<file path="config.mk">
export PLATFORM = sky130hd
export DESIGN_NAME = rupt_priority_ctrl
export DESIGN_NICKNAME = d
export VERILOG_FILES = /design/src/rtl/rupt_priority_ctrl.sv
export SDC_FILE = /design/constraint.sdc
export NUM_CORES = 1
export LEC_CHECK = 0
export ABC_CLOCK_PERIOD_IN_PS = 2000
export CAP_MARGIN = 40
export CORE_ASPECT_RATIO = 1.5
export CORE_MARGIN = 4
export CORE_UTILIZATION = 44
export CTS_CLUSTER_DIAMETER = 150
export DETAILED_ROUTE_END_ITERATION = 10
export MAX_ROUTING_LAYER = met4
export PLACE_DENSITY = 0.84
export SLEW_MARGIN = 20
export SYNTH_ARGS = -nofsm -noshare
export SYNTH_HDL_FRONTEND = slang
export SYNTH_SLANG_ARGS = --single-unit
</file>
<file path="constraint.sdc">
create_clock -name CLOCK -period 2 [get_ports CLOCK]
set_input_delay 0.3 -clock CLOCK [delete_from_list [all_inputs] [get_ports CLOCK]]
set_output_delay 0.3 -clock CLOCK [all_outputs]
set_load 0.01 [all_outputs]
</file>
<file path="src/rtl/rupt_priority_ctrl.sv">
// Priority rupt controller: captures request edges, grants the highest-priority
// pending source at an instruction boundary and handshakes the vector to the sequencer.
module rupt_priority_ctrl #(
  parameter int NSRC = 10,
  parameter int ADW  = 4
) (
  input  logic            CLOCK,
  input  logic            rst,
  input  logic            GOJAM,
  input  logic [NSRC-1:0] RUPTIN,
  input  logic            INHINT,
  input  logic            OVF,
  input  logic            EXTC,
  input  logic            INSTB,
  input  logic            RRPA,
  input  logic            RESUME,
  output logic            RUPTOR_,
  output logic [ADW-1:0]  RPTAD,
  output logic [NSRC-1:0] PEND,
  output logic            IIP
);

  typedef enum logic [1:0] {IDLE, REQ, SERVICE} state_t;

  state_t          state_q, state_d;
  logic [NSRC-1:0] pend_q, pend_d;
  logic [NSRC-1:0] prev_q;
  logic [NSRC-1:0] edge_w, clr_w;
  logic [ADW-1:0]  rptad_q, rptad_d;
  logic [ADW-1:0]  sel_w;
  logic            clear_sync;
  logic            grant_en;

  assign clear_sync = !rst || GOJAM;
  assign edge_w     = RUPTIN & ~prev_q;
  // Uses the registered pending set, so an edge in the strobe cycle waits for the next boundary.
  assign grant_en   = INSTB & ~INHINT & ~OVF & ~EXTC & ~IIP & (|pend_q);

  always_comb begin
    sel_w = '0;
    for (int i = NSRC - 1; i >= 0; i--) begin
      if (pend_q[i]) sel_w = ADW'(i);
    end
  end

  always_ff @(posedge CLOCK) begin
    if (clear_sync) state_q <= IDLE;
    else            state_q <= state_d;
  end

  always_comb begin
    state_d = state_q;
    case (state_q)
      IDLE:    if (grant_en) state_d = REQ;
      REQ:     if (RRPA)     state_d = SERVICE;
      SERVICE: if (RESUME)   state_d = IDLE;
      default:               state_d = IDLE;
    endcase
  end

  always_comb begin
    RUPTOR_ = (state_q != REQ);
    IIP     = (state_q == SERVICE);
  end

  // A new edge on the acknowledged source in the RRPA cycle keeps it pending.
  always_comb begin
    clr_w = '0;
    if (state_q == REQ && RRPA) begin
      for (int i = 0; i < NSRC; i++) begin
        if (ADW'(i + 1) == rptad_q) clr_w[i] = 1'b1;
      end
    end
    pend_d  = (pend_q & ~clr_w) | edge_w;
    rptad_d = rptad_q;
    if (state_q == IDLE)                 rptad_d = grant_en ? sel_w + 1'b1 : '0;
    else if (state_q == SERVICE && RESUME) rptad_d = '0;
  end

  always_ff @(posedge CLOCK) begin
    if (clear_sync) begin
      pend_q  <= '0;
      prev_q  <= '0;
      rptad_q <= '0;
    end else begin
      pend_q  <= pend_d;
      prev_q  <= RUPTIN;
      rptad_q <= rptad_d;
    end
  end

  assign PEND  = pend_q;
  assign RPTAD = rptad_q;

endmodule

</file>
==> impl_metrics.csv, run 1 <==
group,metric,value,unit
pwr,p_int,0.732,mW
clocking,post_cts_resized,0,
worst_setup_path,startpoint_type,"flop",
sta,fin_ws,112,ps
global_route,overflow,0,
pwr,ir_worst_vdd,0.000465,V
pwr,clkPwrFrac,27.2,%
synthesis,synth-seq-cells,26,
placed_design,place_area,1470,µm²
global_route,track_usage,16.9,%
routing,wl_per_cell,14.7,µm
routing,via_per_inst,5.59,
sta,drv_slew,0,
flow_run,cap_violations,0,
worst_setup_path,cp-end-kind,"primary output",
pwr,power_frac_comb,15.0,%
layout,n_antenna_cell,0,
sta,setup_violations,0,
floorplanning,die_y,69.0,µm
run_status,outcome,"finished, final reports clean",
pwr,power_frac_seq,57.9,%
clocking,cts_max_path_buffers,2,
routing,first_pass_iters,4,
placed_design,dp_slack,-55.8,ps
worst_setup_path,worstPathArrival,1590,ps
routing,route.detailed.drc,0,
sta,fmax,530,MHz
pwr,p_leak,0.558,nW
synthesis,synth_cell_type_count,31,
worst_setup_path,cp_max_fo,6,
synthesis,yosysSeqAreaShare,47.7,%
global_route,antenna_found_initial,0,
synthesis,netlist_area,1090,µm²
clocking,clk_pin_slew,140,ps
synthesis,synth_edf_count,0,
clocking,insertion_delay,320,ps
synthesis,synth_flop_cell,"dfxtp_1",
synthesis,async_flop_share,0,%
clocking,cts_buffers,3,
sta,final.min_clock_period,1890,ps
sta,worst_pin_slew,541,ps
floorplanning,die_area,3360,µm²
sta,rsz0062_at_grt,"false",
clocking,cts_sinks,26,
worst_setup_path,crit_start,"state_q[0]",
routing,postRouteAntennaNets,0,
floorplanning,die_w,48.7,µm
placed_design,globalplace.congestion,0.907,
synthesis,syn_inst,120,
global_route,grt_pass1_wl,4370,µm
layout,drive_above_1_share,6.33,%
synthesis,synth_nets,140,
pwr,swShare,23.6,%
worst_setup_path,rr_startpoint,"state_q[0]",
synthesis,syn_area_per_cell,9.09,µm²
global_route,grt_pass1_vias,994,
pwr,cellPowerDensity,637,nW/µm²
routing,wl,2670,µm
sta,hold_viol_final,0,
routing,vias,1011,
worst_hold_path,hp-start,"prev_q[8]",
sta,min_period_over_period,94.4,%
clocking,postCtsHoldBufs,0,
floorplanning,core,2310,µm²
synthesis,yosys_warnings,0,
clocking,tritoncts,"done",
worst_setup_path,worstSetupPathType,"reg -> out",
worst_hold_path,hold_class,"reg -> reg",
floorplanning,ios,35,
placed_design,portBuffers,34,
global_route,grt_max_degree,15,
sta,fin_skew,10.1,ps
floorplanning,row_count,21,
layout,fin_nets,179,
clocking,htreeDepth,1,
layout,design_area,1500,µm²
pwr,p_sw,0.226,mW
placed_design,dp_hpwl,2080,µm
clocking,cts_setup_buffers,0,
clocking,cts_root_buffer,"clkbuf_4",
sta,max_slew_margin,63.6,%
layout,areaGrowthSynthToFinish,37.8,%
floorplanning,start_util,47.2,%
routing,drt_iter0_drc,44,
worst_setup_path,critPathRequiredTime,1700,ps
kinds of logic (layout without fill, tap and decap cells):
| group | count (synthesis) | after routing | share of synthesized area (%) |
|---|---|---|---|
| AO/OA/AOI/OAI | 38 | 38 | 21.3 |
| XOR/XNOR | 1 | 1 | 0.803 |
| flip-flops | 26 | 26 | 47.7 |
| AND/OR/NAND/NOR | 46 | 46 | 26.3 |
| buffers and inverters | 8 | 46 | 2.75 |
| adder cells (fa/ha/maj) | 1 | 1 | 1.15 |
sequential cells by signal, indices dropped and copies added, names as in the netlist:
| name | count |
|---|---|
| state_q | 2 |
| prev_q | 10 |
| PEND | 10 |
| RPTAD | 4 |
per-stage QoR:
stage	hold slack [ps]	TNS, ps	std cells	util (%)	power, mW
floorplan	422	0	120	-	0.627
global placement	472	-12.6	177	63.5	0.702
detailed placement	480	-106	177	63.5	0.709
CTS	502	0	181	65.0	0.961
global route	521	0	181	65.0	1.00
finish	496	0	181	65.0	0.958
layout by cell type, fill, tap and decap left out, drive strengths merged, types with 2 or more instances in the layout:
| cell | count |
|---|---|
| a21oi | 16 |
| a22o | 4 |
| and2 | 10 |
| buf | 2 |
| clkbuf | 4 |
| clkdlybuf4s50 | 34 |
| dfxtp | 26 |
| inv | 6 |
| nand2 | 3 |
| nand2b | 14 |
| nor2 | 6 |
| nor2b | 2 |
| o21a | 2 |
| o21ai | 9 |
| o31ai | 3 |
| or4 | 2 |
synth_stat cells (2+ instances only):
cell type  instances  area share [%]
o21ai_0            9             4.1
dfxtp_1           26              48
o31ai_1            3             2.1
nand2_1            3             1.0
nor2_1             6             2.1
a22o_1             4             3.2
nand2b_1          14             8.0
nor2b_1            2             1.1
a21oi_1           15             6.9
inv_1              6             2.1
o21a_1             2             1.4
clkbuf_1           2            0.69
and2_1            10             5.7
power by group through the flow:
| stage | combinational, mW | sequential [mW] | clock [mW] |
|---|---|---|---|
| 2_1_floorplan | 0.0615 | 0.566 | 0 |
| 3_3_place_gp | 0.138 | 0.564 | 0 |
| 3_5_place_dp | 0.144 | 0.566 | 0 |
| 4_1_cts | 0.145 | 0.554 | 0.262 |
| 5_1_grt | 0.157 | 0.558 | 0.287 |
| 6_report | 0.143 | 0.555 | 0.260 |
final timing paths:
path | end | slack (ps) | depth (start not counted)
min | PEND[8] | 500 | 2
max reg2reg | RPTAD[3] | 230 | 4
min reg2reg | PEND[8] | 500 | 2
max | RUPTOR_ | 110 | 2
routing by layer:
layer	wire [µm]	vias to the layer above	part of all wire, %	track usage (%)
li1	-	498	-	-
met1	1020	473	38	17.8
met2	1480	34	55	32.0
met3	134	6	5.0	1.94
met4	32	0	1.2	7.07
met5	0	-	0	-
worst max-delay path: stages, from the launching register on:
cell             delay (ps)
dfxtp_1                 450
or2b_2                  340
clkdlybuf4s50_1         480
area by class of cell:
| type | instances | area [µm²] |
|---|---|---|
| Sequential cell | 26 | 520 |
| Multi-Input combinational cell | 86 | 541 |
| Fill cell | 204 | 808 |
| Tap cell | 23 | 28.8 |
| Clock buffer | 4 | 36.3 |
| Inverter | 6 | 22.5 |
| Timing Repair Buffer | 36 | 355 |
No activity file was read; power rests on OpenSTA's default activity.
==> run 2, diff against run 1 <==
CORE_UTILIZATION = 47   (was 44)
CTS_BUF_LIST = sky130_fd_sc_hd__clkbuf_8   (was unset)
PLACE_DENSITY = 0.88   (was 0.84)
==> impl_metrics.csv, run 2 (synthesized netlist as in run 1, its figures left out) <==
group,metric,value,unit
floorplanning,start_util,48.9,%
sta,setup_violations,0,
pwr,p_sw,0.218,mW
worst_setup_path,cp_max_fo,6,
placed_design,portBuffers,34,
placed_design,globalplace.congestion,0.916,
placed_design,dp_slack,-43.7,ps
routing,wl,2490,µm
floorplanning,die_area,3170,µm²
global_route,grt_max_degree,14,
worst_setup_path,worstPathArrival,1950,ps
clocking,cts_setup_buffers,0,
routing,postRouteAntennaNets,0,
layout,final_cell_mix,"clkdlybuf4s50_1, dfxtp_1, a21oi_1",
floorplanning,die_y,67.0,µm
pwr,swShare,22.4,%
pwr,clkPwrFrac,28.7,%
clocking,insertion_delay,260,ps
global_route,overflow,0,
worst_setup_path,cp-end-kind,"flop",
flow_run,cap_violations,0,
placed_design,dp_hpwl,1980,µm
worst_hold_path,hold_class,"reg -> reg",
clocking,cts_buffers,3,
global_route,grt_pass1_vias,993,
global_route,grt_pass1_wl,4110,µm
pwr,p_int,0.752,mW
sta,drv_slew,0,
routing,route.detailed.drc,0,
layout,fin_nets,178,
routing,via_per_inst,5.65,
sta,fmax,562,MHz
clocking,clk_pin_slew,80,ps
sta,max_slew_margin,64.2,%
routing,vias,1011,
clocking,tritoncts,"done",
run_status,outcome,"finished, final reports clean",
clocking,htreeDepth,1,
sta,final.min_clock_period,1780,ps
layout,nFillCells,173,
worst_setup_path,critPathRequiredTime,2170,ps
layout,areaGrowthSynthToFinish,37.6,%
clocking,postCtsHoldBufs,0,
pwr,ir_worst_vdd,0.000455,V
worst_setup_path,slowest_stage,"or4_1",
routing,first_pass_iters,4,
pwr,p_leak,0.554,nW
global_route,antenna_found_initial,0,
worst_setup_path,path_cells,"or4_1, nor3_1, a2111oi_0, o21a_1",
routing,wl_per_cell,13.9,µm
clocking,cts_sinks,26,
pwr,power_frac_comb,14.2,%
pwr,cellPowerDensity,646,nW/µm²
sta,worst_pin_slew,532,ps
floorplanning,core,2230,µm²
clocking,post_cts_resized,0,
layout,layout_commonest_cell,"clkdlybuf4s50_1",
clocking,cts_root_buffer,"clkbuf_8",
worst_setup_path,worstSetupPathType,"reg -> reg",
sta,min_period_over_period,89.0,%
floorplanning,die_w,47.3,µm
pwr,power_frac_seq,57.1,%
clocking,cts_max_path_buffers,2,
sta,fin_hold_ws,487,ps
global_route,track_usage,18.3,%
sta,fin_skew,2.61,ps
floorplanning,row_count,21,
routing,drt_iter0_drc,34,
floorplanning,ios,35,
sta,hold_viol_final,0,
sta,rsz0062_at_grt,"false",
layout,n_antenna_cell,0,
worst_setup_path,critical-path-max-stage-delay,560,ps
worst_setup_path,startpoint_type,"flop",
layout,drive_above_1_share,5.13,%
sta,fin_ws,219,ps
## run 2: cell count changes in the layout (fill, tap and decap cells not counted)
cell / delta
buf_4: -1
clkbuf_4: -3
clkbuf_8: +2
## run 2: metal layers
| layer | part of all wire, % | routed length, µm | global-route usage [%] |
|---|---|---|---|
| met4 | 2.5 | 63 | 10.0 |
| met2 | 54 | 1340 | 30.0 |
| met1 | 40 | 986 | 20.3 |
| met5 | 0 | 0 | - |
| met3 | 3.8 | 94 | 2.43 |
## run 2: critical path, delay by kind of cell (launching register included)
kind	cells	cell delay, ps
AND/OR/NAND/NOR	2	920
AO/OA/AOI/OAI	2	390
flip-flops	1	370
## run 2: final cells by class
| type | instances | area (µm²) | area share [%] |
|---|---|---|---|
| tap | 23 | 28.8 | 1.92 |
| timing repair buffer | 35 | 348 | 23.2 |
| clock buffer | 3 | 41.3 | 2.75 |
| multi-input combinational | 86 | 541 | 36.0 |
| sequential | 26 | 520 | 34.7 |
| inverter | 6 | 22.5 | 1.50 |
## run 2: power by group through the flow
stage	Clock [mW]	Sequential (mW)	Combinational [mW]
6_report	0.279	0.554	0.138
5_1_grt	0.312	0.557	0.153
4_1_cts	0.282	0.553	0.140
3_5_place_dp	0	0.566	0.139
3_3_place_gp	0	0.564	0.136
2_1_floorplan	0	0.566	0.0615
## run 2: final timing paths
| check | startpoint | to | slack, ps | cells after the start |
|---|---|---|---|---|
| setup reg to reg | PEND[3] | state_q[0] | 220 | 4 |
| hold reg to reg | prev_q[2] | PEND[2] | 490 | 2 |
| setup / recovery | PEND[3] | state_q[0] | 220 | 4 |
| hold / removal | prev_q[2] | PEND[2] | 490 | 2 |
## run 2: stage by stage
stage               area, µm²  cells  TNS, ps  util [%]  power [mW]
floorplan                1090    120        0         -       0.627
global placement         1460    176    -10.0      65.4       0.700
detailed placement       1460    176    -43.9      65.4       0.705
CTS                      1500    179        0      67.2       0.976
global route             1500    179        0      67.2        1.02
finish                   1500    179        0      67.2       0.970
==> run 3, diff against run 2 <==
REMOVE_ABC_BUFFERS = 1   (was unset)
==> impl_metrics.csv, run 3 (synthesized netlist as in run 1, its figures left out) <==
group,metric,value,unit
placed_design,portBuffers,34,
sta,worst_pin_slew,567,ps
worst_setup_path,cp-end-kind,"flop",
global_route,track_usage,21.3,%
clocking,htreeDepth,1,
worst_setup_path,rr_worst_depth,4,
pwr,ir_worst_vdd,0.000550,V
placed_design,globalplace.congestion,0.890,
floorplanning,row_count,21,
run_status,outcome,"finished, final reports clean",
clocking,post_cts_resized,0,
sta,max_slew_margin,61.9,%
layout,fin_nets,179,
pwr,cellPowerDensity,734,nW/µm²
worst_setup_path,worstReg2RegEnd,"state_q[0]",
routing,via_per_inst,5.71,
worst_hold_path,hold_class,"reg -> reg",
layout,n_antenna_cell,0,
sta,fin_ws,135,ps
clocking,postCtsHoldBufs,0,
worst_setup_path,critPathRequiredTime,2170,ps
floorplanning,die_area,3170,µm²
global_route,antenna_found_initial,0,
placed_design,dp.cells,177,
pwr,p_leak,0.573,nW
routing,route.detailed.drc,0,
clocking,tritoncts,"done",
floorplanning,core,2230,µm²
worst_setup_path,worstPathArrival,2040,ps
clocking,cts_root_buffer,"clkbuf_8",
routing,postRouteAntennaNets,0,
sta,hold_viol_final,0,
routing,drt_iter0_drc,45,
worst_hold_path,holdPathStages,2,
layout,fin_cells,181,
layout,drive_above_1_share,6.33,%
flow_run,cap_violations,0,
worst_hold_path,hp-start,"prev_q[5]",
clocking,cts_buffers,3,
floorplanning,start_util,48.9,%
worst_setup_path,startpoint_type,"flop",
layout,areaGrowthSynthToFinish,41.1,%
routing,vias,1034,
clocking,cts_setup_buffers,0,
global_route,grt_max_degree,16,
placed_design,dp_slack,-75.9,ps
placed_design,dp_hpwl,2050,µm
floorplanning,ios,35,
sta,final.min_clock_period,1860,ps
worst_hold_path,holdPathEnd,"PEND[5]",
routing,first_pass_iters,6,
routing,wl,2810,µm
sta,min_period_over_period,93.2,%
clocking,insertion_delay,270,ps
clocking,cts_sinks,26,
global_route,grt_pass1_wl,4640,µm
floorplanning,die_w,47.3,µm
worst_setup_path,worstSetupPathType,"reg -> reg",
sta,fin_skew,2.91,ps
sta,fin_hold_ws,487,ps
sta,fmax,536,MHz
global_route,grt_pass1_vias,1054,
clocking,clk_pin_slew,90,ps
sta,rsz0062_at_grt,"false",
worst_setup_path,rr_startpoint,"PEND[3]",
routing,wl_per_cell,15.5,µm
layout,final_cell_mix,"clkdlybuf4s50_1, dfxtp_1, a21oi_1",
floorplanning,die_y,67.0,µm
worst_setup_path,r2r_slack,140,ps
worst_setup_path,cp_max_fo,6,
clocking,cts_max_path_buffers,2,
global_route,overflow,0,
sta,drv_slew,0,
layout,layout_commonest_cell,"clkdlybuf4s50_1",
sta,setup_violations,0,
## run 3: cell count changes in the layout (fill, tap and decap cells not counted), sizes merged
cell,previous run,this run
buf,1,2
bufinv,0,1
## run 3: through the flow
| stage | setup TNS (ps) | power [mW] | util [%] | cell area, µm² |
|---|---|---|---|---|
| global route | 0 | 1.18 | 68.9 | 1540 |
| detailed placement | -201 | 0.708 | 65.7 | 1470 |
| finish | 0 | 1.13 | 68.9 | 1540 |
| CTS | 0 | 1.14 | 68.9 | 1540 |
| floorplan | 0 | 0.626 | - | 1080 |
| global placement | -14.5 | 0.702 | 65.7 | 1470 |
## run 3: where the power goes
part           switching (mW)  internal, mW  total [mW]
logic                  0.0598        0.0840       0.144
clock network           0.164         0.268       0.432
registers              0.0180         0.536       0.554
## run 3: layout make-up
type	instances	area (µm²)
repair buffers	36	355
clock buffers	3	41.3
flip-flops and latches	26	520
fillers	188	694
well taps	23	28.8
clock inverters	1	30.0
inverters	6	22.5
multi-input cells	86	541
## run 3: worst max path at each step
stage | end | cells after the start | slack, ps | start
floorplan | RPTAD[3] | 4 | 350 | state_q[1]
global placement | RPTAD[3] | 5 | -10 | INSTB
detailed placement | RPTAD[3] | 5 | -80 | INSTB
CTS | state_q[0] | 4 | 150 | PEND[3]
global route | state_q[0] | 4 | 120 | PEND[3]
finish | state_q[0] | 4 | 140 | PEND[3]
## run 3: critical path: stages, from the launching register on
cell and delay [ps]:
dfxtp_1 370, or4_1 560, nor3_1 400, a2111oi_0 200, o21a_1 230
## run 3: metal layers
metal	part of all wire, %	track usage, %
met1	39	24.3
met2	54	33.9
met3	4.1	4.05
met4	2.4	11.1
met5	0	-
